**config.mk**
```make
export PLATFORM = sky130hd
export DESIGN_NAME = firmware_loader
export DESIGN_NICKNAME = d
export VERILOG_FILES = /design/src/rtl/firmware_loader.sv
export SDC_FILE = /design/constraint.sdc
export NUM_CORES = 1
export LEC_CHECK = 0
export CORE_MARGIN = 8
export CORE_UTILIZATION = 47
export CTS_CLUSTER_SIZE = 30
export DETAILED_ROUTE_END_ITERATION = 8
export GPL_ROUTABILITY_DRIVEN = 0
export PLACE_DENSITY = 0.76
export SLEW_MARGIN = 20
export SYNTH_ARGS = -nofsm -noshare
export SYNTH_HDL_FRONTEND = slang
export SYNTH_SLANG_ARGS = --single-unit
```
**constraint.sdc**
```tcl
create_clock -name clk -period 1.94 [get_ports clk]
set_clock_uncertainty 0.2 [all_clocks]
set_input_delay 0.388 -clock clk [delete_from_list [all_inputs] [get_ports clk]]
set_output_delay 0.388 -clock clk [all_outputs]
set_load 0.02 [all_outputs]
```
**src/rtl/firmware_loader.sv**
```systemverilog
// Boot-stage loader: packs a little-endian byte stream into 32-bit words, writes them
// sequentially into the instruction ROM, then pulses the processor reset and enables it.
module firmware_loader #(
    parameter int ADDR_WIDTH = 6,
    parameter int ROM_DEPTH  = 64,
    parameter int WORD_WIDTH = 32
) (
    input  logic                  clk,
    input  logic                  reset,
    input  logic                  start,
    input  logic                  halt,
    input  logic [ADDR_WIDTH:0]   word_count,
    input  logic                  s_valid,
    input  logic [7:0]            s_data,
    output logic                  s_ready,
    output logic                  rom_write_enable,
    output logic [ADDR_WIDTH-1:0] rom_write_address,
    output logic [WORD_WIDTH-1:0] rom_write_data,
    output logic                  cpu_reset,
    output logic                  cpu_enable,
    output logic                  busy,
    output logic                  done,
    output logic                  error
);

    typedef enum logic [2:0] {IDLE, LOAD, WRITE, RELEASE, RUN} state_t;

    localparam logic [ADDR_WIDTH:0] DEPTH_LIM = (ADDR_WIDTH + 1)'(ROM_DEPTH);

    state_t                state, next_state;
    logic [1:0]            byte_idx;
    logic [ADDR_WIDTH-1:0] addr;
    logic [ADDR_WIDTH:0]   count;
    logic [WORD_WIDTH-9:0] data;
    logic                  xfer, last_word, load_start, bad_start;

    assign s_ready   = (state == LOAD);
    assign xfer      = s_valid && s_ready;
    assign last_word = ({1'b0, addr} == (count - 1'b1));

    always_ff @(posedge clk or negedge reset) begin
        if (!reset) state <= IDLE;
        else        state <= next_state;
    end

    // halt overrides every transition, including a start request in IDLE
    always_comb begin
        next_state = state;
        load_start = 1'b0;
        bad_start  = 1'b0;
        if (halt) begin
            next_state = IDLE;
        end else begin
            case (state)
                IDLE: begin
                    if (start) begin
                        if (word_count != '0 && word_count <= DEPTH_LIM) begin
                            next_state = LOAD;
                            load_start = 1'b1;
                        end else begin
                            bad_start = 1'b1;
                        end
                    end
                end
                LOAD:    if (xfer && byte_idx == 2'd3) next_state = WRITE;
                WRITE:   next_state = last_word ? RELEASE : LOAD;
                RELEASE: next_state = RUN;
                RUN:     next_state = RUN;
                default: next_state = IDLE;
            endcase
        end
    end

    // Outputs are registered from next_state so they line up with the state they describe
    always_ff @(posedge clk or negedge reset) begin
        if (!reset) begin
            byte_idx          <= '0;
            addr              <= '0;
            count             <= '0;
            data              <= '0;
            error             <= 1'b0;
            rom_write_enable  <= 1'b0;
            rom_write_address <= '0;
            rom_write_data    <= '0;
            cpu_reset         <= 1'b0;
            cpu_enable        <= 1'b0;
            busy              <= 1'b0;
            done              <= 1'b0;
        end else begin
            rom_write_enable  <= (next_state == WRITE);
            rom_write_address <= (next_state == WRITE) ? addr : '0;
            rom_write_data    <= (next_state == WRITE) ? {s_data, data} : '0;
            cpu_reset         <= (next_state == RELEASE);
            cpu_enable        <= (next_state == RUN);
            done              <= (next_state == RUN);
            busy              <= (next_state == LOAD) || (next_state == WRITE) ||
                                 (next_state == RELEASE);

            if (bad_start) error <= 1'b1;

            if (load_start) begin
                error    <= 1'b0;
                count    <= word_count;
                addr     <= '0;
                byte_idx <= '0;
                data     <= '0;
            end

            if (halt) begin
                byte_idx <= '0;
            end else if (state == LOAD && xfer) begin
                byte_idx <= byte_idx + 1'b1;
                case (byte_idx)
                    2'd0:    data[7:0]   <= s_data;
                    2'd1:    data[15:8]  <= s_data;
                    2'd2:    data[23:16] <= s_data;
                    default: ;
                endcase
            end else if (state == WRITE && !last_word) begin
                addr <= addr + 1'b1;
            end
        end
    end

endmodule

```
==> results of run 1 <==
[cells in the mapped netlist, types with 4 or more instances]
library cell | instances | area share
sky130_fd_sc_hd__dfrtp_1 | 85 | 0.59
sky130_fd_sc_hd__and2_1 | 40 | 0.070
sky130_fd_sc_hd__a22o_1 | 24 | 0.059
sky130_fd_sc_hd__nand2_1 | 24 | 0.025
sky130_fd_sc_hd__nor2_1 | 18 | 0.019
sky130_fd_sc_hd__a21oi_1 | 11 | 0.015
sky130_fd_sc_hd__o21ai_0 | 8 | 0.011
sky130_fd_sc_hd__inv_1 | 7 | 0.0073
sky130_fd_sc_hd__nand2b_1 | 7 | 0.012
sky130_fd_sc_hd__buf_2 | 6 | 0.0084
sky130_fd_sc_hd__ha_1 | 6 | 0.021
sky130_fd_sc_hd__nand3_1 | 6 | 0.0084
sky130_fd_sc_hd__xnor2_1 | 6 | 0.015
sky130_fd_sc_hd__mux2_2 | 5 | 0.016
sky130_fd_sc_hd__o211ai_1 | 5 | 0.010
sky130_fd_sc_hd__nor2b_1 | 4 | 0.0070
[kinds of logic (layout without fill, tap and decap cells)]
kind of cell,after synthesis,after routing,share of synthesized area
AO/OA/AOI/OAI,56,56,0.112
XOR/XNOR,8,8,0.0195
adder cells (fa/ha/maj),6,6,0.0209
buffers and inverters,19,118,0.0258
flip-flops,85,85,0.593
multiplexers,8,8,0.0241
AND/OR/NAND/NOR,121,121,0.204
[layer usage]
metal	vias to the layer above	part of all wire
li1	1215	-
met1	1263	0.42
met2	89	0.49
met3	14	0.070
met4	0	0.013
met5	-	0
[metrics by stage]
| step | area [um^2] | worst slack, ps |
|---|---|---|
| floorplan | 3610 | -11.3 |
| detailed placement | 4580 | -570 |
| global route | 4910 | -284 |
| CTS | 4860 | -88.1 |
| finish | 4910 | -177 |
| global placement | 4580 | -515 |
[cell type report]
class                   instances  area share
well taps                     102      0.0260
inverters                       7     0.00535
multi-input cells             199       0.299
repair buffers                 95       0.196
flip-flops and latches         85       0.433
clock inverters                 6      0.0143
clock buffers                  10      0.0260
[sequential cells by signal (all words and copies together), names as in the netlist, 2 cells and up]
signal / count
rom_write_data: 32
byte_idx: 2
state: 3
data: 24
count: 7
rom_write_address: 6
addr: 6
[worst max-delay path by stage]
stage               slack [ps]                 to          start
floorplan                  -10            data[0]  word_count[5]
global placement          -520           data[22]  word_count[5]
detailed placement        -570           data[21]  word_count[4]
CTS                        -90  rom_write_data[2]       count[0]
global route              -280            addr[0]       count[0]
finish                    -180            addr[0]       count[0]
[worst register-to-register path, delay by kind of cell, from the launching register on]
kind,cells,cell delay [ps]
AOI/OAI and AO/OA,4,700
xor gates and xnor gates,1,120
buffers and inverters,2,180
adders and majority gates,1,170
DFF,1,370
and+or+nand+nor,1,230
[timing repair]
item / CTS / global route
pin swaps: 17 / 16
setup buffers: 2 / 1
gates cloned: 0 / 0
endpoints found under the setup margin: 46 / 51
hold buffers: 1 / 0
gates resized for setup: 22 / 16
endpoints found under the hold margin: 30 / 0
[power by group]
part | switching [mW] | internal (mW) | total (mW)
Sequential | 0.0672 | 1.84 | 1.91
Combinational | 0.331 | 0.319 | 0.650
Clock | 0.631 | 0.604 | 1.24
==> insert_results.sql, run 1 <==
INSERT INTO impl_metrics (metric_group, metric, value, unit) VALUES
('grt', 'global_route.overflow_total', '0', ''),
('die', 'initial_cell_density_of_the_core', '0.474', ''),
('critical_path', 'reg2reg_depth', '9', ''),
('critical_path', 'worstSetupEndpointType', 'register', ''),
('power_and_ir_drop', 'power_density', '773', 'nW/um^2'),
('placed_design', 'port_buffers', '64', ''),
('synthesis', 'synthCells', '303', ''),
('critical_path', 'register_to_register_setup_slack', '-180', 'ps'),
('critical_path', 'worst_path_dominant_cell_family', 'compound AO/OA/AOI/OAI gates', ''),
('critical_path', 'data_arrival_critical_path', '2130', 'ps'),
('layout', 'fill_cells', '566', ''),
('critical_path', 'cpMaxStageDelayCell', 'sky130_fd_sc_hd__dfrtp_1', ''),
('timing', 'worst-slew-pin-transition', '416', 'ps'),
('clock_tree', 'worstSkewPairLatency', '350', 'ps'),
('routing', 'detail-route-antenna-nets', '0', ''),
('grt', 'top_usage_layer_grt', 'met2', ''),
('die', 'die_y', '103', 'um'),
('synthesis', 'synth_flop_cell', 'sky130_fd_sc_hd__dfrtp_1', ''),
('timing', 'timing.final.hold_violations', '0', ''),
('power_and_ir_drop', 'vdd.ir_drop.worst', '429', 'uV'),
('timing', 'post-route-period-util', '1.09', ''),
('layout', 'final_common_cell', 'sky130_fd_sc_hd__dfrtp_1', ''),
('die', 'die-width', '103', 'um'),
('grt', 'global_route_wire_length_before_repair', '12.4', 'mm'),
('critical_path', 'critical_path.cell_chain', 'inv_2 > ha_4 > buf_12 > xnor2_2 > a21o_1 > o21ai_2 > nand4_1 > o211ai_1 > o211ai_1', ''),
('critical_path', 'critical_path.reg2reg.endpoint', 'addr[0]', ''),
('hold_path', 'start_point_of_the_worst_min_delay_path', 'word_count[5]', ''),
('layout', 'drive_gt1_frac', '0.197', ''),
('grt', 'first_global_vias', '2587', ''),
('critical_path', 'worstSetupStartpointType', 'register', ''),
('timing', 'timing.final.ws_setup', '-177', 'ps'),
('synthesis', 'yosys_register_bits', '85', ''),
('run', 'timing.max_cap.violations', '0', ''),
('timing', 'setup-violations-final', '11', ''),
('run_status', 'failed_checks', 'negative setup slack', ''),
('run_status', 'run_status', 'finished, violations left', ''),
('timing', 'report.final.slew_viol_count', '0', ''),
('clock_tree', 'cts_max_path_buffers', '2', ''),
('routing', 'drcViolationCount', '0', ''),
('layout', 'seq_area', '2130', 'um^2'),
('clock_tree', 'cts_tree', 'built', ''),
('timing', 'unrepaired_setup_endpoints_after_global_routing', 'yes', ''),
('routing', 'drt-initial-drc-count', '157', ''),
('critical_path', 'r2r_start', 'count[0]', ''),
('layout', 'mostFrequentLayoutCells', '85 x sky130_fd_sc_hd__dfrtp_1, 54 x sky130_fd_sc_hd__clkdlybuf4s50_1, 40 x sky130_fd_sc_hd__and2_1, 24 x sky130_fd_sc_hd__a22o_1', ''),
('layout', 'post_layout_utilization_of_the_core', '0.649', ''),
('routing', 'via_per_inst', '5.12', ''),
('grt', 'grt_start_max_net_pins', '37', ''),
('synthesis', 'post_synth_instance_area', '3580', 'um^2'),
('timing', 'slew_headroom', '0.722', ''),
('critical_path', 'path_max_fanout', '5', ''),
('timing', 'max_freq', '472', 'MHz'),
('placed_design', 'dpl.cell_count', '484', ''),
('synthesis', 'synth-warning-count', '0', ''),
('clock_tree', 'clock-sinks', '85', ''),
('critical_path', 'path_class', 'register to register', ''),
('synthesis', 'ys_seq_area_frac', '0.593', ''),
('timing', 'fin_hold_ws', '141', 'ps'),
('hold_path', 'hold_path.class', 'primary input to register', ''),
('die', 'design.die.area', '10700', 'um^2'),
('layout', 'nets', '423', ''),
('critical_path', 'most_prevalent_standard_cell_on_the_critical_path', 'sky130_fd_sc_hd__o211ai_1', ''),
('synthesis', 'cell_variety_after_synth', '45', ''),
('die', 'placement_rows', '32', ''),
('grt', 'grt_use_total', '0.153', ''),
('layout', 'area_delta_synth_final', '37.0', '%'),
('hold_path', 'timing.hold.worst_endpoint', 'count[5]', ''),
('critical_path', 'cp.depth', '9', ''),
('clock_tree', 'cts_root_buf', 'sky130_fd_sc_hd__clkbuf_8', ''),
('clock_tree', 'path_clk_slew', '80', 'ps'),
('routing', 'dr_total_vias', '2581', '');
Power figures use the tool's default switching activity.
==> run 2, diff against run 1 <==
--- a/config.mk
+++ b/config.mk
@@ -5,6 +5,7 @@
 export SDC_FILE = /design/constraint.sdc
 export NUM_CORES = 1
 export LEC_CHECK = 0
+export ABC_CLOCK_PERIOD_IN_PS = 1940
 export CORE_MARGIN = 8
 export CORE_UTILIZATION = 47
 export CTS_CLUSTER_SIZE = 30
==> results of run 2 <==
Same layout as run 1: the final DEF is identical, and so are final timing and power.
==> run 3, diff against run 2 <==
--- a/config.mk
+++ b/config.mk
@@ -7,11 +7,12 @@
 export LEC_CHECK = 0
 export ABC_CLOCK_PERIOD_IN_PS = 1940
 export CORE_MARGIN = 8
-export CORE_UTILIZATION = 47
+export CORE_UTILIZATION = 49
+export CTS_BUF_LIST = sky130_fd_sc_hd__clkbuf_4 sky130_fd_sc_hd__clkbuf_8
 export CTS_CLUSTER_SIZE = 30
 export DETAILED_ROUTE_END_ITERATION = 8
 export GPL_ROUTABILITY_DRIVEN = 0
-export PLACE_DENSITY = 0.76
+export PLACE_DENSITY = 0.78
 export SLEW_MARGIN = 20
 export SYNTH_ARGS = -nofsm -noshare
 export SYNTH_HDL_FRONTEND = slang
==> insert_results.sql, run 3 (synthesized netlist as in run 1, its figures left out) <==
INSERT INTO impl_metrics (metric_group, metric, value, unit) VALUES
('run_status', 'run_status', 'finished, violations left', ''),
('run_status', 'failed_checks', 'negative setup slack', ''),
('layout', 'mostFrequentLayoutCells', '83 x sky130_fd_sc_hd__dfrtp_1, 50 x sky130_fd_sc_hd__clkdlybuf4s50_1, 39 x sky130_fd_sc_hd__and2_1, 27 x sky130_fd_sc_hd__buf_4, 24 x sky130_fd_sc_hd__a22o_1', ''),
('timing', 'max_freq', '492', 'MHz'),
('die', 'coreArea', '7180', 'um^2'),
('routing', 'routed_wire_length_per_instance', '16.7', 'um'),
('layout', 'nets', '428', ''),
('timing', 'timing.final.hold_violations', '0', ''),
('critical_path', 'critical_path.cell_chain', 'buf_6 > or2_4 > nor2_4 > xnor2_2 > and4_4 > a211oi_4 > mux2i_1', ''),
('power_and_ir_drop', 'share_clk_of_total_power', '0.336', ''),
('critical_path', 'worst-endpoint-required', '2040', 'ps'),
('timing', 'post-route-period-util', '1.05', ''),
('placed_design', 'placement.cell_area', '4560', 'um^2'),
('clock_tree', 'htree_num_levels', '3', ''),
('critical_path', 'worst_path_dominant_cell_family', 'simple AND/OR/NAND/NOR gates', ''),
('grt', 'global_route_wire_length_before_repair', '13.4', 'mm'),
('power_and_ir_drop', 'leakagePower', '2.41', 'nW'),
('placed_design', 'place_ws', '-515', 'ps'),
('grt', 'grt_use_total', '0.170', ''),
('clock_tree', 'cts_root_buf', 'sky130_fd_sc_hd__clkbuf_8', ''),
('clock_tree', 'cts-buffers-inserted', '9', ''),
('clock_tree', 'cts_tree', 'built', ''),
('timing', 'worst-slew-pin-transition', '423', 'ps'),
('clock_tree', 'clock-sinks', '85', ''),
('die', 'die-width', '102', 'um'),
('power_and_ir_drop', 'power_density', '778', 'nW/um^2'),
('timing', 'unrepaired_setup_endpoints_after_global_routing', 'yes', ''),
('power_and_ir_drop', 'p_seq_frac', '0.491', ''),
('grt', 'global_route.overflow_total', '0', ''),
('layout', 'area_delta_synth_final', '39.9', '%'),
('timing', 'slew_headroom', '0.718', ''),
('layout', 'seq_area', '2130', 'um^2'),
('grt', 'grt_antenna_before_repair', '0', ''),
('critical_path', 'cp_num_buf_inv', '1', ''),
('power_and_ir_drop', 'power.switching', '1.12', 'mW'),
('timing', 'fin_hold_ws', '222', 'ps'),
('hold_path', 'hold_path.class', 'primary input to register', ''),
('clock_tree', 'worstSkewPairLatency', '370', 'ps'),
('routing', 'via_per_inst', '5.17', ''),
('timing', 'report.final.slew_viol_count', '0', ''),
('power_and_ir_drop', 'cell_internal_pwr', '2.78', 'mW'),
('layout', 'fill_cells', '524', ''),
('critical_path', 'worstSetupEndpointType', 'register', ''),
('routing', 'drt-initial-drc-count', '129', ''),
('placed_design', 'port_buffers', '64', ''),
('power_and_ir_drop', 'vdd.ir_drop.worst', '504', 'uV'),
('layout', 'final_common_cell', 'sky130_fd_sc_hd__dfrtp_1', ''),
('critical_path', 'cpMaxStageDelayCell', 'sky130_fd_sc_hd__dfrtp_1', ''),
('critical_path', 'path_max_fanout', '4', ''),
('routing', 'dr_total_vias', '2617', ''),
('grt', 'first_global_vias', '2708', ''),
('power_and_ir_drop', 'comb_power_share', '0.172', ''),
('power_and_ir_drop', 'total_power', '3.90', 'mW'),
('layout', 'drive_gt1_frac', '0.251', ''),
('layout', 'max_flop_register', 'rom_write_data', ''),
('timing', 'timing.final.crit_period', '2030', 'ps'),
('routing', 'number_of_search_and_repair_iterations_in_the_first_detailed_routing_pass', '4', ''),
('routing', 'drcViolationCount', '0', ''),
('layout', 'layout.cell_area.non_filler', '5020', 'um^2'),
('layout', 'multi_input_comb_area', '1550', 'um^2'),
('timing', 'timing.final.ws_setup', '-91.2', 'ps'),
('critical_path', 'path_class', 'register to register', ''),
('clock_tree', 'cts_max_path_buffers', '2', ''),
('layout', 'largest_register_ffs', '32', ''),
('layout', 'reg_top3', 'rom_write_data (32), data (24), count (7)', ''),
('die', 'placement_rows', '31', ''),
('die', 'die_y', '102', 'um'),
('power_and_ir_drop', 'sw_frac_of_total', '0.286', ''),
('placed_design', 'place_hpwl', '5.80', 'mm'),
('layout', 'num_antenna_cells', '0', ''),
('die', 'boundaryPins', '65', ''),
('timing', 'setup-violations-final', '12', ''),
('die', 'initial_cell_density_of_the_core', '0.500', ''),
('routing', 'finalWirelength', '8.47', 'mm'),
('run', 'timing.max_cap.violations', '0', ''),
('clock_tree', 'path_clk_slew', '100', 'ps'),
('critical_path', 'worstSetupStartpointType', 'register', ''),
('grt', 'grt_start_max_net_pins', '39', ''),
('routing', 'detail-route-antenna-nets', '0', ''),
('die', 'design.die.area', '10300', 'um^2'),
('critical_path', 'timing.critical_path.slowest_cell_delay', '410', 'ps'),
('critical_path', 'data_arrival_critical_path', '2130', 'ps');
## run 3: layer usage
layer  vias up  wire [um]  global-route usage
met5         -          0                   0
met2        71       4360               0.298
li1       1236          -                   -
met3        12        513              0.0371
met1      1298       3460               0.190
met4         0        133              0.0836
## run 3: worst reg2reg max path, cell delays in order, from the launching register on
cell,delay [ps]
sky130_fd_sc_hd__dfrtp_1,410
sky130_fd_sc_hd__buf_6,130
sky130_fd_sc_hd__or2_4,250
sky130_fd_sc_hd__nor2_4,130
sky130_fd_sc_hd__xnor2_2,90
sky130_fd_sc_hd__and4_4,230
sky130_fd_sc_hd__a211oi_4,310
sky130_fd_sc_hd__mux2i_1,220
## run 3: power groups by stage
stage / registers, mW / logic, mW / clock network (mW)
floorplan: 1.94 / 0.317 / 0
global placement: 1.94 / 0.536 / 0
detailed placement: 1.95 / 0.556 / 0
CTS: 1.92 / 0.625 / 1.33
global route: 1.93 / 0.729 / 1.40
finish: 1.92 / 0.673 / 1.31
## run 3: what timing repair did
| item | 4_1_cts | 5_1_grt |
|---|---|---|
| pin swaps | 14 | 11 |
| gates resized for setup | 30 | 35 |
| hold buffers | 1 | 0 |
| hold endpoints to repair | 30 | 0 |
| setup buffers | 2 | 5 |
| setup endpoints to repair | 48 | 77 |
## run 3: cell type report
type | count | share of cell area
Clock buffer | 9 | 0.0247
Sequential cell | 85 | 0.425
Multi-Input combinational cell | 199 | 0.308
Tap cell | 99 | 0.0247
Inverter | 7 | 0.00524
Timing Repair Buffer | 100 | 0.197
Clock inverter | 7 | 0.0162
## run 3: worst paths after layout
check                                   start            endpoint  slack [ps]  depth (start not counted)
worst max-delay path                 count[0]             addr[5]         -90                          7
worst min-delay path            word_count[4]            count[4]         220                          2
worst max register to register       count[0]             addr[5]         -90                          7
worst min register to register       data[22]  rom_write_data[22]         290                          1
max in group asynchronous               reset            state[2]         630                          3
min in group asynchronous               reset            count[1]         300                          2
## run 3: metrics by stage
stage | cells | utilization | setup TNS, ps
2_1_floorplan | 303 | - | -270
3_3_place_gp | 482 | 0.636 | -22770
3_5_place_dp | 482 | 0.636 | -25020
4_1_cts | 501 | 0.677 | -160
5_1_grt | 506 | 0.699 | -2550
6_report | 506 | 0.699 | -440
